**config.mk**
```make
export PLATFORM = sky130hd
export DESIGN_NAME = adc_sequencer
export DESIGN_NICKNAME = d
export VERILOG_FILES = /design/src/rtl/adc_sequencer_pkg.sv /design/src/rtl/adc_frame_timer.sv /design/src/rtl/adc_sequencer.sv
export SDC_FILE = /design/constraint.sdc
export NUM_CORES = 1
export LEC_CHECK = 0
export CAP_MARGIN = 20
export CORE_ASPECT_RATIO = 1.5
export CORE_MARGIN = 3
export CORE_UTILIZATION = 45
export DETAILED_ROUTE_END_ITERATION = 16
export PLACE_DENSITY = 0.74
export REMOVE_ABC_BUFFERS = 1
export SLEW_MARGIN = 15
export SYNTH_ARGS = -nofsm -noshare
export SYNTH_HDL_FRONTEND = slang
export SYNTH_SLANG_ARGS = --single-unit
```
**constraint.sdc**
```tcl
create_clock -name clk -period 1.4 [get_ports clk]
set_clock_uncertainty 0.05 [all_clocks]
set_input_delay 0.28 -clock clk [delete_from_list [all_inputs] [get_ports clk]]
set_output_delay 0.28 -clock clk [all_outputs]
set_load 0.02 [all_outputs]
```
**src/rtl/adc_sequencer_pkg.sv**
```systemverilog
// adc_seq_pkg: shared types and constants for the ADC frame sequencer.
//   - seq_state_e  : sequencer FSM states
//   - ADC_W, CH_W  : ADC result width and channel-select width
//   - AUDIO_OFFSET : offset-binary midpoint, XORed in to get a signed sample
//   - pot_iir()    : first-order smoothing step used when POT_SMOOTH_EN is defined
package adc_seq_pkg;

  localparam int ADC_W = 12;
  localparam int CH_W  = 3;
  localparam logic [ADC_W-1:0] AUDIO_OFFSET = 12'h800;

  typedef enum logic [2:0] {
    ST_IDLE      = 3'd0,
    ST_START_AUD = 3'd1,
    ST_WAIT_AUD  = 3'd2,
    ST_START_POT = 3'd3,
    ST_WAIT_POT  = 3'd4
  } seq_state_e;

  // slot + (sample - slot) >>> 2, with a 13-bit signed difference and the sum
  // truncated back to 12 bits.
  function automatic logic [ADC_W-1:0] pot_iir(input logic [ADC_W-1:0] slot,
                                               input logic [ADC_W-1:0] sample);
    logic signed [ADC_W:0] diff;
    logic signed [ADC_W:0] step;
    diff = $signed({1'b0, sample}) - $signed({1'b0, slot});
    step = diff >>> 2;
    return ADC_W'({1'b0, slot} + step);
  endfunction

endpackage

```
**src/rtl/adc_frame_timer.sv**
```systemverilog
// adc_frame_timer: free-running frame counter 0..SAMPLE_DIV-1.
//   clk        in  : system clock
//   rst        in  : synchronous active-high reset
//   frame_tick out : high in the cycle the counter equals SAMPLE_DIV-1
module adc_frame_timer #(
  parameter int SAMPLE_DIV = 1024
) (
  input  logic clk,
  input  logic rst,
  output logic frame_tick
);

  localparam int CNT_W = $clog2(SAMPLE_DIV);

  logic [CNT_W-1:0] r_cnt;
  logic             r_tick;

  // Counter and tick; the tick is registered one count early so it lines up
  // with the counter holding SAMPLE_DIV-1.
  always_ff @(posedge clk) begin
    if (rst) begin
      r_cnt  <= '0;
      r_tick <= 1'b0;
    end else begin
      if (r_cnt == CNT_W'(SAMPLE_DIV - 1)) begin
        r_cnt <= '0;
      end else begin
        r_cnt <= r_cnt + CNT_W'(1);
      end
      r_tick <= (r_cnt == CNT_W'(SAMPLE_DIV - 2));
    end
  end

  assign frame_tick = r_tick;

endmodule

```
**src/rtl/adc_sequencer.sv**
```systemverilog
// adc_sequencer: per-frame scheduler in front of adc_spi. Each frame converts
// the audio channel, then one pot channel (round-robin), and publishes results.
//   clk, rst           : clock, synchronous active-high reset
//   start_cnv, channel : conversion request / channel select to adc_spi
//   result, cnv_complete : conversion result and its one-cycle completion strobe
//   audio_sample/valid : signed audio sample and its update pulse
//   pot_val/pot_valid  : packed pot bank (slot i = bits [12i+11:12i]) and update pulse
//   overrun            : sticky, a frame tick arrived while busy (frame dropped)
//   timeout_err        : sticky, a conversion did not complete within TIMEOUT
// Optional feature macro: POT_SMOOTH_EN (pot slots become first-order IIR filters).
module adc_sequencer
  import adc_seq_pkg::*;
#(
  parameter int SAMPLE_DIV = 1024,
  parameter int AUDIO_CH   = 0,
  parameter int POT_BASE   = 1,
  parameter int NUM_POTS   = 3,
  parameter int TIMEOUT    = 4095
) (
  input  logic                      clk,
  input  logic                      rst,
  output logic                      start_cnv,
  output logic [CH_W-1:0]           channel,
  input  logic [ADC_W-1:0]          result,
  input  logic                      cnv_complete,
  output logic [ADC_W-1:0]          audio_sample,
  output logic                      audio_valid,
  output logic [ADC_W*NUM_POTS-1:0] pot_val,
  output logic                      pot_valid,
  output logic                      overrun,
  output logic                      timeout_err
);

  localparam int IDX_W = (NUM_POTS > 1) ? $clog2(NUM_POTS) : 1;
  localparam int WD_W  = $clog2(TIMEOUT + 1);

  seq_state_e              r_state;
  seq_state_e              w_next;
  logic                    w_tick;
  logic                    w_tick_ok;
  logic                    w_aud_done;
  logic                    w_pot_done;
  logic                    w_timeout;
  logic [IDX_W-1:0]        r_idx;
  logic [WD_W-1:0]         r_wdog;
  logic                    r_start_cnv;
  logic [CH_W-1:0]         r_channel;
  logic [ADC_W-1:0]        r_audio;
  logic                    r_audio_valid;
  logic [ADC_W*NUM_POTS-1:0] r_pot_val;
  logic                    r_pot_valid;
  logic                    r_overrun;
  logic                    r_timeout_err;
  logic [ADC_W-1:0]        w_pot_new;

  adc_frame_timer #(.SAMPLE_DIV(SAMPLE_DIV)) u_timer (
    .clk        (clk),
    .rst        (rst),
    .frame_tick (w_tick)
  );

  // Next-state logic; a completion in the expiry cycle wins over the timeout.
  always_comb begin
    w_next     = r_state;
    w_tick_ok  = 1'b0;
    w_aud_done = 1'b0;
    w_pot_done = 1'b0;
    w_timeout  = 1'b0;
    case (r_state)
      ST_IDLE: begin
        w_tick_ok = w_tick;
        if (w_tick) begin
          w_next = ST_START_AUD;
        end else begin
          w_next = ST_IDLE;
        end
      end
      ST_START_AUD: w_next = ST_WAIT_AUD;
      ST_WAIT_AUD: begin
        if (cnv_complete) begin
          w_aud_done = 1'b1;
          w_next     = ST_START_POT;
        end else if (r_wdog == WD_W'(TIMEOUT)) begin
          w_timeout = 1'b1;
          w_next    = ST_IDLE;
        end else begin
          w_next = ST_WAIT_AUD;
        end
      end
      ST_START_POT: w_next = ST_WAIT_POT;
      ST_WAIT_POT: begin
        if (cnv_complete) begin
          w_pot_done = 1'b1;
          w_tick_ok  = w_tick;
          if (w_tick) begin
            w_next = ST_START_AUD;
          end else begin
            w_next = ST_IDLE;
          end
        end else if (r_wdog == WD_W'(TIMEOUT)) begin
          w_timeout = 1'b1;
          w_next    = ST_IDLE;
        end else begin
          w_next = ST_WAIT_POT;
        end
      end
      default: w_next = ST_IDLE;
    endcase
  end

  // State register.
  always_ff @(posedge clk) begin
    if (rst) begin
      r_state <= ST_IDLE;
    end else begin
      r_state <= w_next;
    end
  end

  // Request, channel, watchdog, audio capture, index and sticky flags.
  // The pot request is issued from the registered START_POT state, so it
  // trails the audio completion by two cycles; the audio request is issued
  // from the next-state decode, one cycle after the accepted tick.
  always_ff @(posedge clk) begin
    if (rst) begin
      r_start_cnv   <= 1'b0;
      r_channel     <= CH_W'(AUDIO_CH);
      r_wdog        <= '0;
      r_audio       <= '0;
      r_audio_valid <= 1'b0;
      r_pot_valid   <= 1'b0;
      r_idx         <= '0;
      r_overrun     <= 1'b0;
      r_timeout_err <= 1'b0;
    end else begin
      r_start_cnv   <= (w_next == ST_START_AUD) || (r_state == ST_START_POT);
      r_audio_valid <= w_aud_done;
      r_pot_valid   <= w_pot_done;
      if (w_next == ST_START_AUD) begin
        r_channel <= CH_W'(AUDIO_CH);
      end else if (w_next == ST_START_POT) begin
        r_channel <= CH_W'(POT_BASE) + CH_W'(r_idx);
      end
      // Every WAIT state is entered from a START state, so clearing there
      // starts each wait at zero.
      if ((r_state == ST_START_AUD) || (r_state == ST_START_POT)) begin
        r_wdog <= '0;
      end else if (((r_state == ST_WAIT_AUD) || (r_state == ST_WAIT_POT)) &&
                   (r_wdog != WD_W'(TIMEOUT))) begin
        r_wdog <= r_wdog + WD_W'(1);
      end
      if (w_aud_done) begin
        r_audio <= result ^ AUDIO_OFFSET;
      end
      if (w_pot_done) begin
        if (r_idx == IDX_W'(NUM_POTS - 1)) begin
          r_idx <= '0;
        end else begin
          r_idx <= r_idx + IDX_W'(1);
        end
      end
      if (w_tick && !w_tick_ok) begin
        r_overrun <= 1'b1;
      end
      if (w_timeout) begin
        r_timeout_err <= 1'b1;
      end
    end
  end

`ifdef POT_SMOOTH_EN
  logic [NUM_POTS-1:0] r_loaded;
  logic [ADC_W-1:0]    w_pot_cur;

  // Current contents of the slot being written.
  always_comb begin
    w_pot_cur = '0;
    for (int i = 0; i < NUM_POTS; i++) begin
      if (r_idx == IDX_W'(i)) begin
        w_pot_cur = r_pot_val[i*ADC_W +: ADC_W];
      end
    end
  end

  // Per-slot flag so the first write after reset loads the sample directly.
  always_ff @(posedge clk) begin
    if (rst) begin
      r_loaded <= '0;
    end else if (w_pot_done) begin
      r_loaded[r_idx] <= 1'b1;
    end
  end

  assign w_pot_new = r_loaded[r_idx] ? pot_iir(w_pot_cur, result) : result;
`else
  assign w_pot_new = result;
`endif

  // Pot bank write.
  always_ff @(posedge clk) begin
    if (rst) begin
      r_pot_val <= '0;
    end else begin
      for (int i = 0; i < NUM_POTS; i++) begin
        if (w_pot_done && (r_idx == IDX_W'(i))) begin
          r_pot_val[i*ADC_W +: ADC_W] <= w_pot_new;
        end
      end
    end
  end

  assign start_cnv    = r_start_cnv;
  assign channel      = r_channel;
  assign audio_sample = r_audio;
  assign audio_valid  = r_audio_valid;
  assign pot_val      = r_pot_val;
  assign pot_valid    = r_pot_valid;
  assign overrun      = r_overrun;
  assign timeout_err  = r_timeout_err;

endmodule

```
==> results.py <==
metrics = {
    "sta": {
        "timing.fmax_ghz": 0.547,
        "min_period_over_period_pct": 131,
        "slew_viol_final": 0,
        "hold_ws_ns": 0.282,
        "relSlewSlack_pct": 71.0,
        "finalSetupTns_ns": -12.19,
        "min_period_ns": 1.83,
        "finalSetupViolations": 68,
        "rsz0062_at_grt": "true",
        "finalHoldViolations": 0,
        "setup_ws_ns": -0.428,
        "worst_pin_slew_ns": 0.433,
    },
    "global_route": {
        "grtUsageTotal_pct": 26.0,
        "overflow": 0,
        "antenna_found_initial": 0,
        "grt_max_degree": 60,
        "grt_pass1_wl_mm": 17.9,
        "grt_pass1_vias": 3713,
    },
    "route": {
        "vias_per_cell": 5.66,
        "wirelength_mm": 13.0,
        "wl_per_cell_um": 20.0,
        "drt_iter0_markers": 192,
        "vias": 3687,
        "drcViolationCount": 0,
        "ant_nets": 0,
        "dr.pass1.iters": 4,
    },
    "setup_path": {
        "slowest_stage": "or4_1",
        "max_stage_delay_ns": 0.52,
        "path_class": "flip-flop to flip-flop",
        "r2r_cells": 7,
        "crit_arrival_ns": 2.07,
        "cp-startpoint": "r_wdog[1]",
        "critical_path.max_fanout": 6,
        "critical_path_required_ns": 1.64,
        "critPathCaptureType": "flip-flop",
        "cp_cell_sequence": "ha_4 > nand4_1 > buf_4 > nor3_4 > buf_12 > or4_1 > a21oi_1",
        "cp-start-kind": "flip-flop",
        "r2r-start": "r_wdog[1]",
    },
    "finish": {
        "finish.utilization_pct": 79.6,
        "final_area_um2": 5830,
        "nets": 570,
        "multi_input_area_um2": 2400,
        "seq_area_um2": 1700,
        "layout_common_cells": "dfxtp_1 (76), a21oi_2 (54), buf_4 (49)",
        "fill_cells": 437,
        "diodes": 0,
        "finalNonFillerCells": 651,
        "mostFrequentLayoutCell": "dfxtp_1",
        "drive_gt1_share_pct": 55.9,
        "area_delta_synth_final_pct": 71.0,
    },
    "power": {
        "ir_worst_vdd_mv": 0.659,
        "power.density_nw_per_um2": 756,
        "pwr-share-seq_pct": 54.3,
        "p_sw_mw": 1.11,
        "power.internal_mw": 3.30,
        "leakagePower_nw": 2.23,
        "finalPower_mw": 4.41,
        "clkPwrFrac_pct": 41.1,
        "combPwrFrac_pct": 4.6,
        "switching_share_pct": 25.2,
    },
    "synth": {
        "synth_edf_count": 0,
        "syn-cell-area_um2": 3410,
        "syn_inst": 408,
        "synthFlopType": "dfxtp_1",
        "synthArstFlopShare_pct": 0,
        "ys_warn_count": 0,
        "synth_cell_types": 43,
        "syn_avg_cell_area_um2": 8.36,
        "synth-seq-cells": 84,
        "ys_seq_area_share_pct": 49.3,
    },
    "clock_tree": {
        "hold_buffers": 0,
        "cts_buffers": 9,
        "cts_buffer_depth": 2,
        "root_buffer": "clkbuf_8",
        "cts.htree.levels": 3,
        "clk_pin_slew_ns": 0.09,
        "tritoncts": "yes",
        "worstSkewPairLatency_ns": 0.37,
        "clock-sinks": 84,
    },
    "placement": {
        "portBuffers": 70,
        "dpl.hpwl_mm": 6.75,
        "dpl_cell_area_um2": 4600,
        "post-place-cells": 612,
        "dp_slack_ns": -0.454,
        "place_congestion": 0.851,
    },
    "worst_hold_path": {
        "hold_class": "input port to flip-flop",
        "worstHoldStart": "rst",
        "whs_path_depth": 3,
    },
    "die": {
        "rows": 38,
        "dieArea_um2": 8680,
        "initial_core_util_pct": 46.6,
        "die_w_um": 77.1,
        "die_y_um": 113,
        "core_area_um2": 7320,
        "io_pins": 71,
    },
    "outcome": {
        "status": "complete, but fails checks",
        "failed_checks": "setup timing",
    },
    "run": {
        "drv_cap": 0,
    },
}
cells by family (layout without fill, tap and decap cells):
family          after synthesis  in the layout  share of synthesized area [%]
mux                           1              1                          0.293
xor+xnor                     10             10                           3.12
fa+ha+maj                     9              9                           3.30
compound gates               84             84                           13.5
simple gates                187            187                           26.1
buf+inv                      33            176                           4.40
flops                        84             84                           49.3
repair_timing:
action / in CTS / in global routing
hold endpoints to repair: 0 / 0
gates cloned: 5 / 1
buffers inserted: 11 / 14
gates resized for setup: 184 / 219
pin swaps: 54 / 74
endpoints found under the setup margin: 125 / 117
cell usage after synthesis (2+ instances only):
| library cell | instances | area [um2] |
|---|---|---|
| nand3_1 | 46 | 230 |
| nor2_1 | 25 | 93.8 |
| and4_1 | 2 | 17.5 |
| nand4_2 | 2 | 25.0 |
| ha_1 | 9 | 113 |
| xor2_1 | 4 | 35.0 |
| clkbuf_1 | 11 | 41.3 |
| a21oi_1 | 66 | 330 |
| a21o_1 | 2 | 15.0 |
| nand2b_1 | 4 | 25.0 |
| nand4_1 | 5 | 31.3 |
| or4_1 | 6 | 45.0 |
| inv_1 | 5 | 18.8 |
| o41ai_1 | 2 | 17.5 |
| nor4_1 | 3 | 18.8 |
| or3_1 | 4 | 25.0 |
| dfxtp_1 | 84 | 1680 |
| o21ai_0 | 5 | 25.0 |
| inv_2 | 2 | 7.51 |
| buf_2 | 12 | 60.1 |
| and3_1 | 4 | 25.0 |
| nand2_1 | 78 | 293 |
| o31ai_1 | 3 | 22.5 |
| xnor2_1 | 5 | 43.8 |
power by group through the flow:
| stage | combinational, mW | clock [mW] | sequential (mW) |
|---|---|---|---|
| after floorplan | 0.0277 | 0 | 2.46 |
| after global placement | 0.156 | 0 | 2.45 |
| after detailed placement | 0.158 | 0 | 2.46 |
| after CTS | 0.170 | 1.80 | 2.39 |
| after global routing | 0.213 | 1.92 | 2.40 |
| final | 0.202 | 1.81 | 2.40 |
path summary, 6_finish.rpt:
check,to,slack [ns]
worst max-delay path,r_wdog[6],-0.43
worst min-delay path,r_state[2],0.28
worst max register to register,r_wdog[6],-0.43
worst min register to register,pot_val[22],0.42
critical path, delay by kind of cell, from the launching register on:
family	cells	cell delay, ns
AND/OR/NAND/NOR	3	0.70
flip-flops	1	0.35
buffers and inverters	2	0.31
AO/OA/AOI/OAI	1	0.18
adder cells (fa/ha/maj)	1	0.16
cell type report:
class | instances | share of cell area, %
clock buffers | 9 | 2.12
clock inverters | 7 | 1.31
inverters | 7 | 0.451
multi-input cells | 291 | 41.1
flip-flops and latches | 84 | 29.1
well taps | 100 | 2.15
repair buffers | 153 | 23.8
state kept, by name (all words and copies together), names as in the netlist:
signal,count
r_wdog,12
u_timer.r_cnt,10
pot_val,36
start_cnv,1
audio_sample,12
channel,3
overrun,1
r_idx,2
timeout_err,1
pot_valid,1
audio_valid,1
u_timer.frame_tick,1
r_state,3
per-layer routing:
metal  vias to the layer above  GRT usage [%]  routed length [um]
met2                       135           48.0                7010
met1                      1803           27.6                4720
met3                        55           5.46                 529
met4                         0           12.7                 762
met5                         -              0                   0
li1                       1694              -                   -
Note: power is estimated with default switching activity, not from simulation.
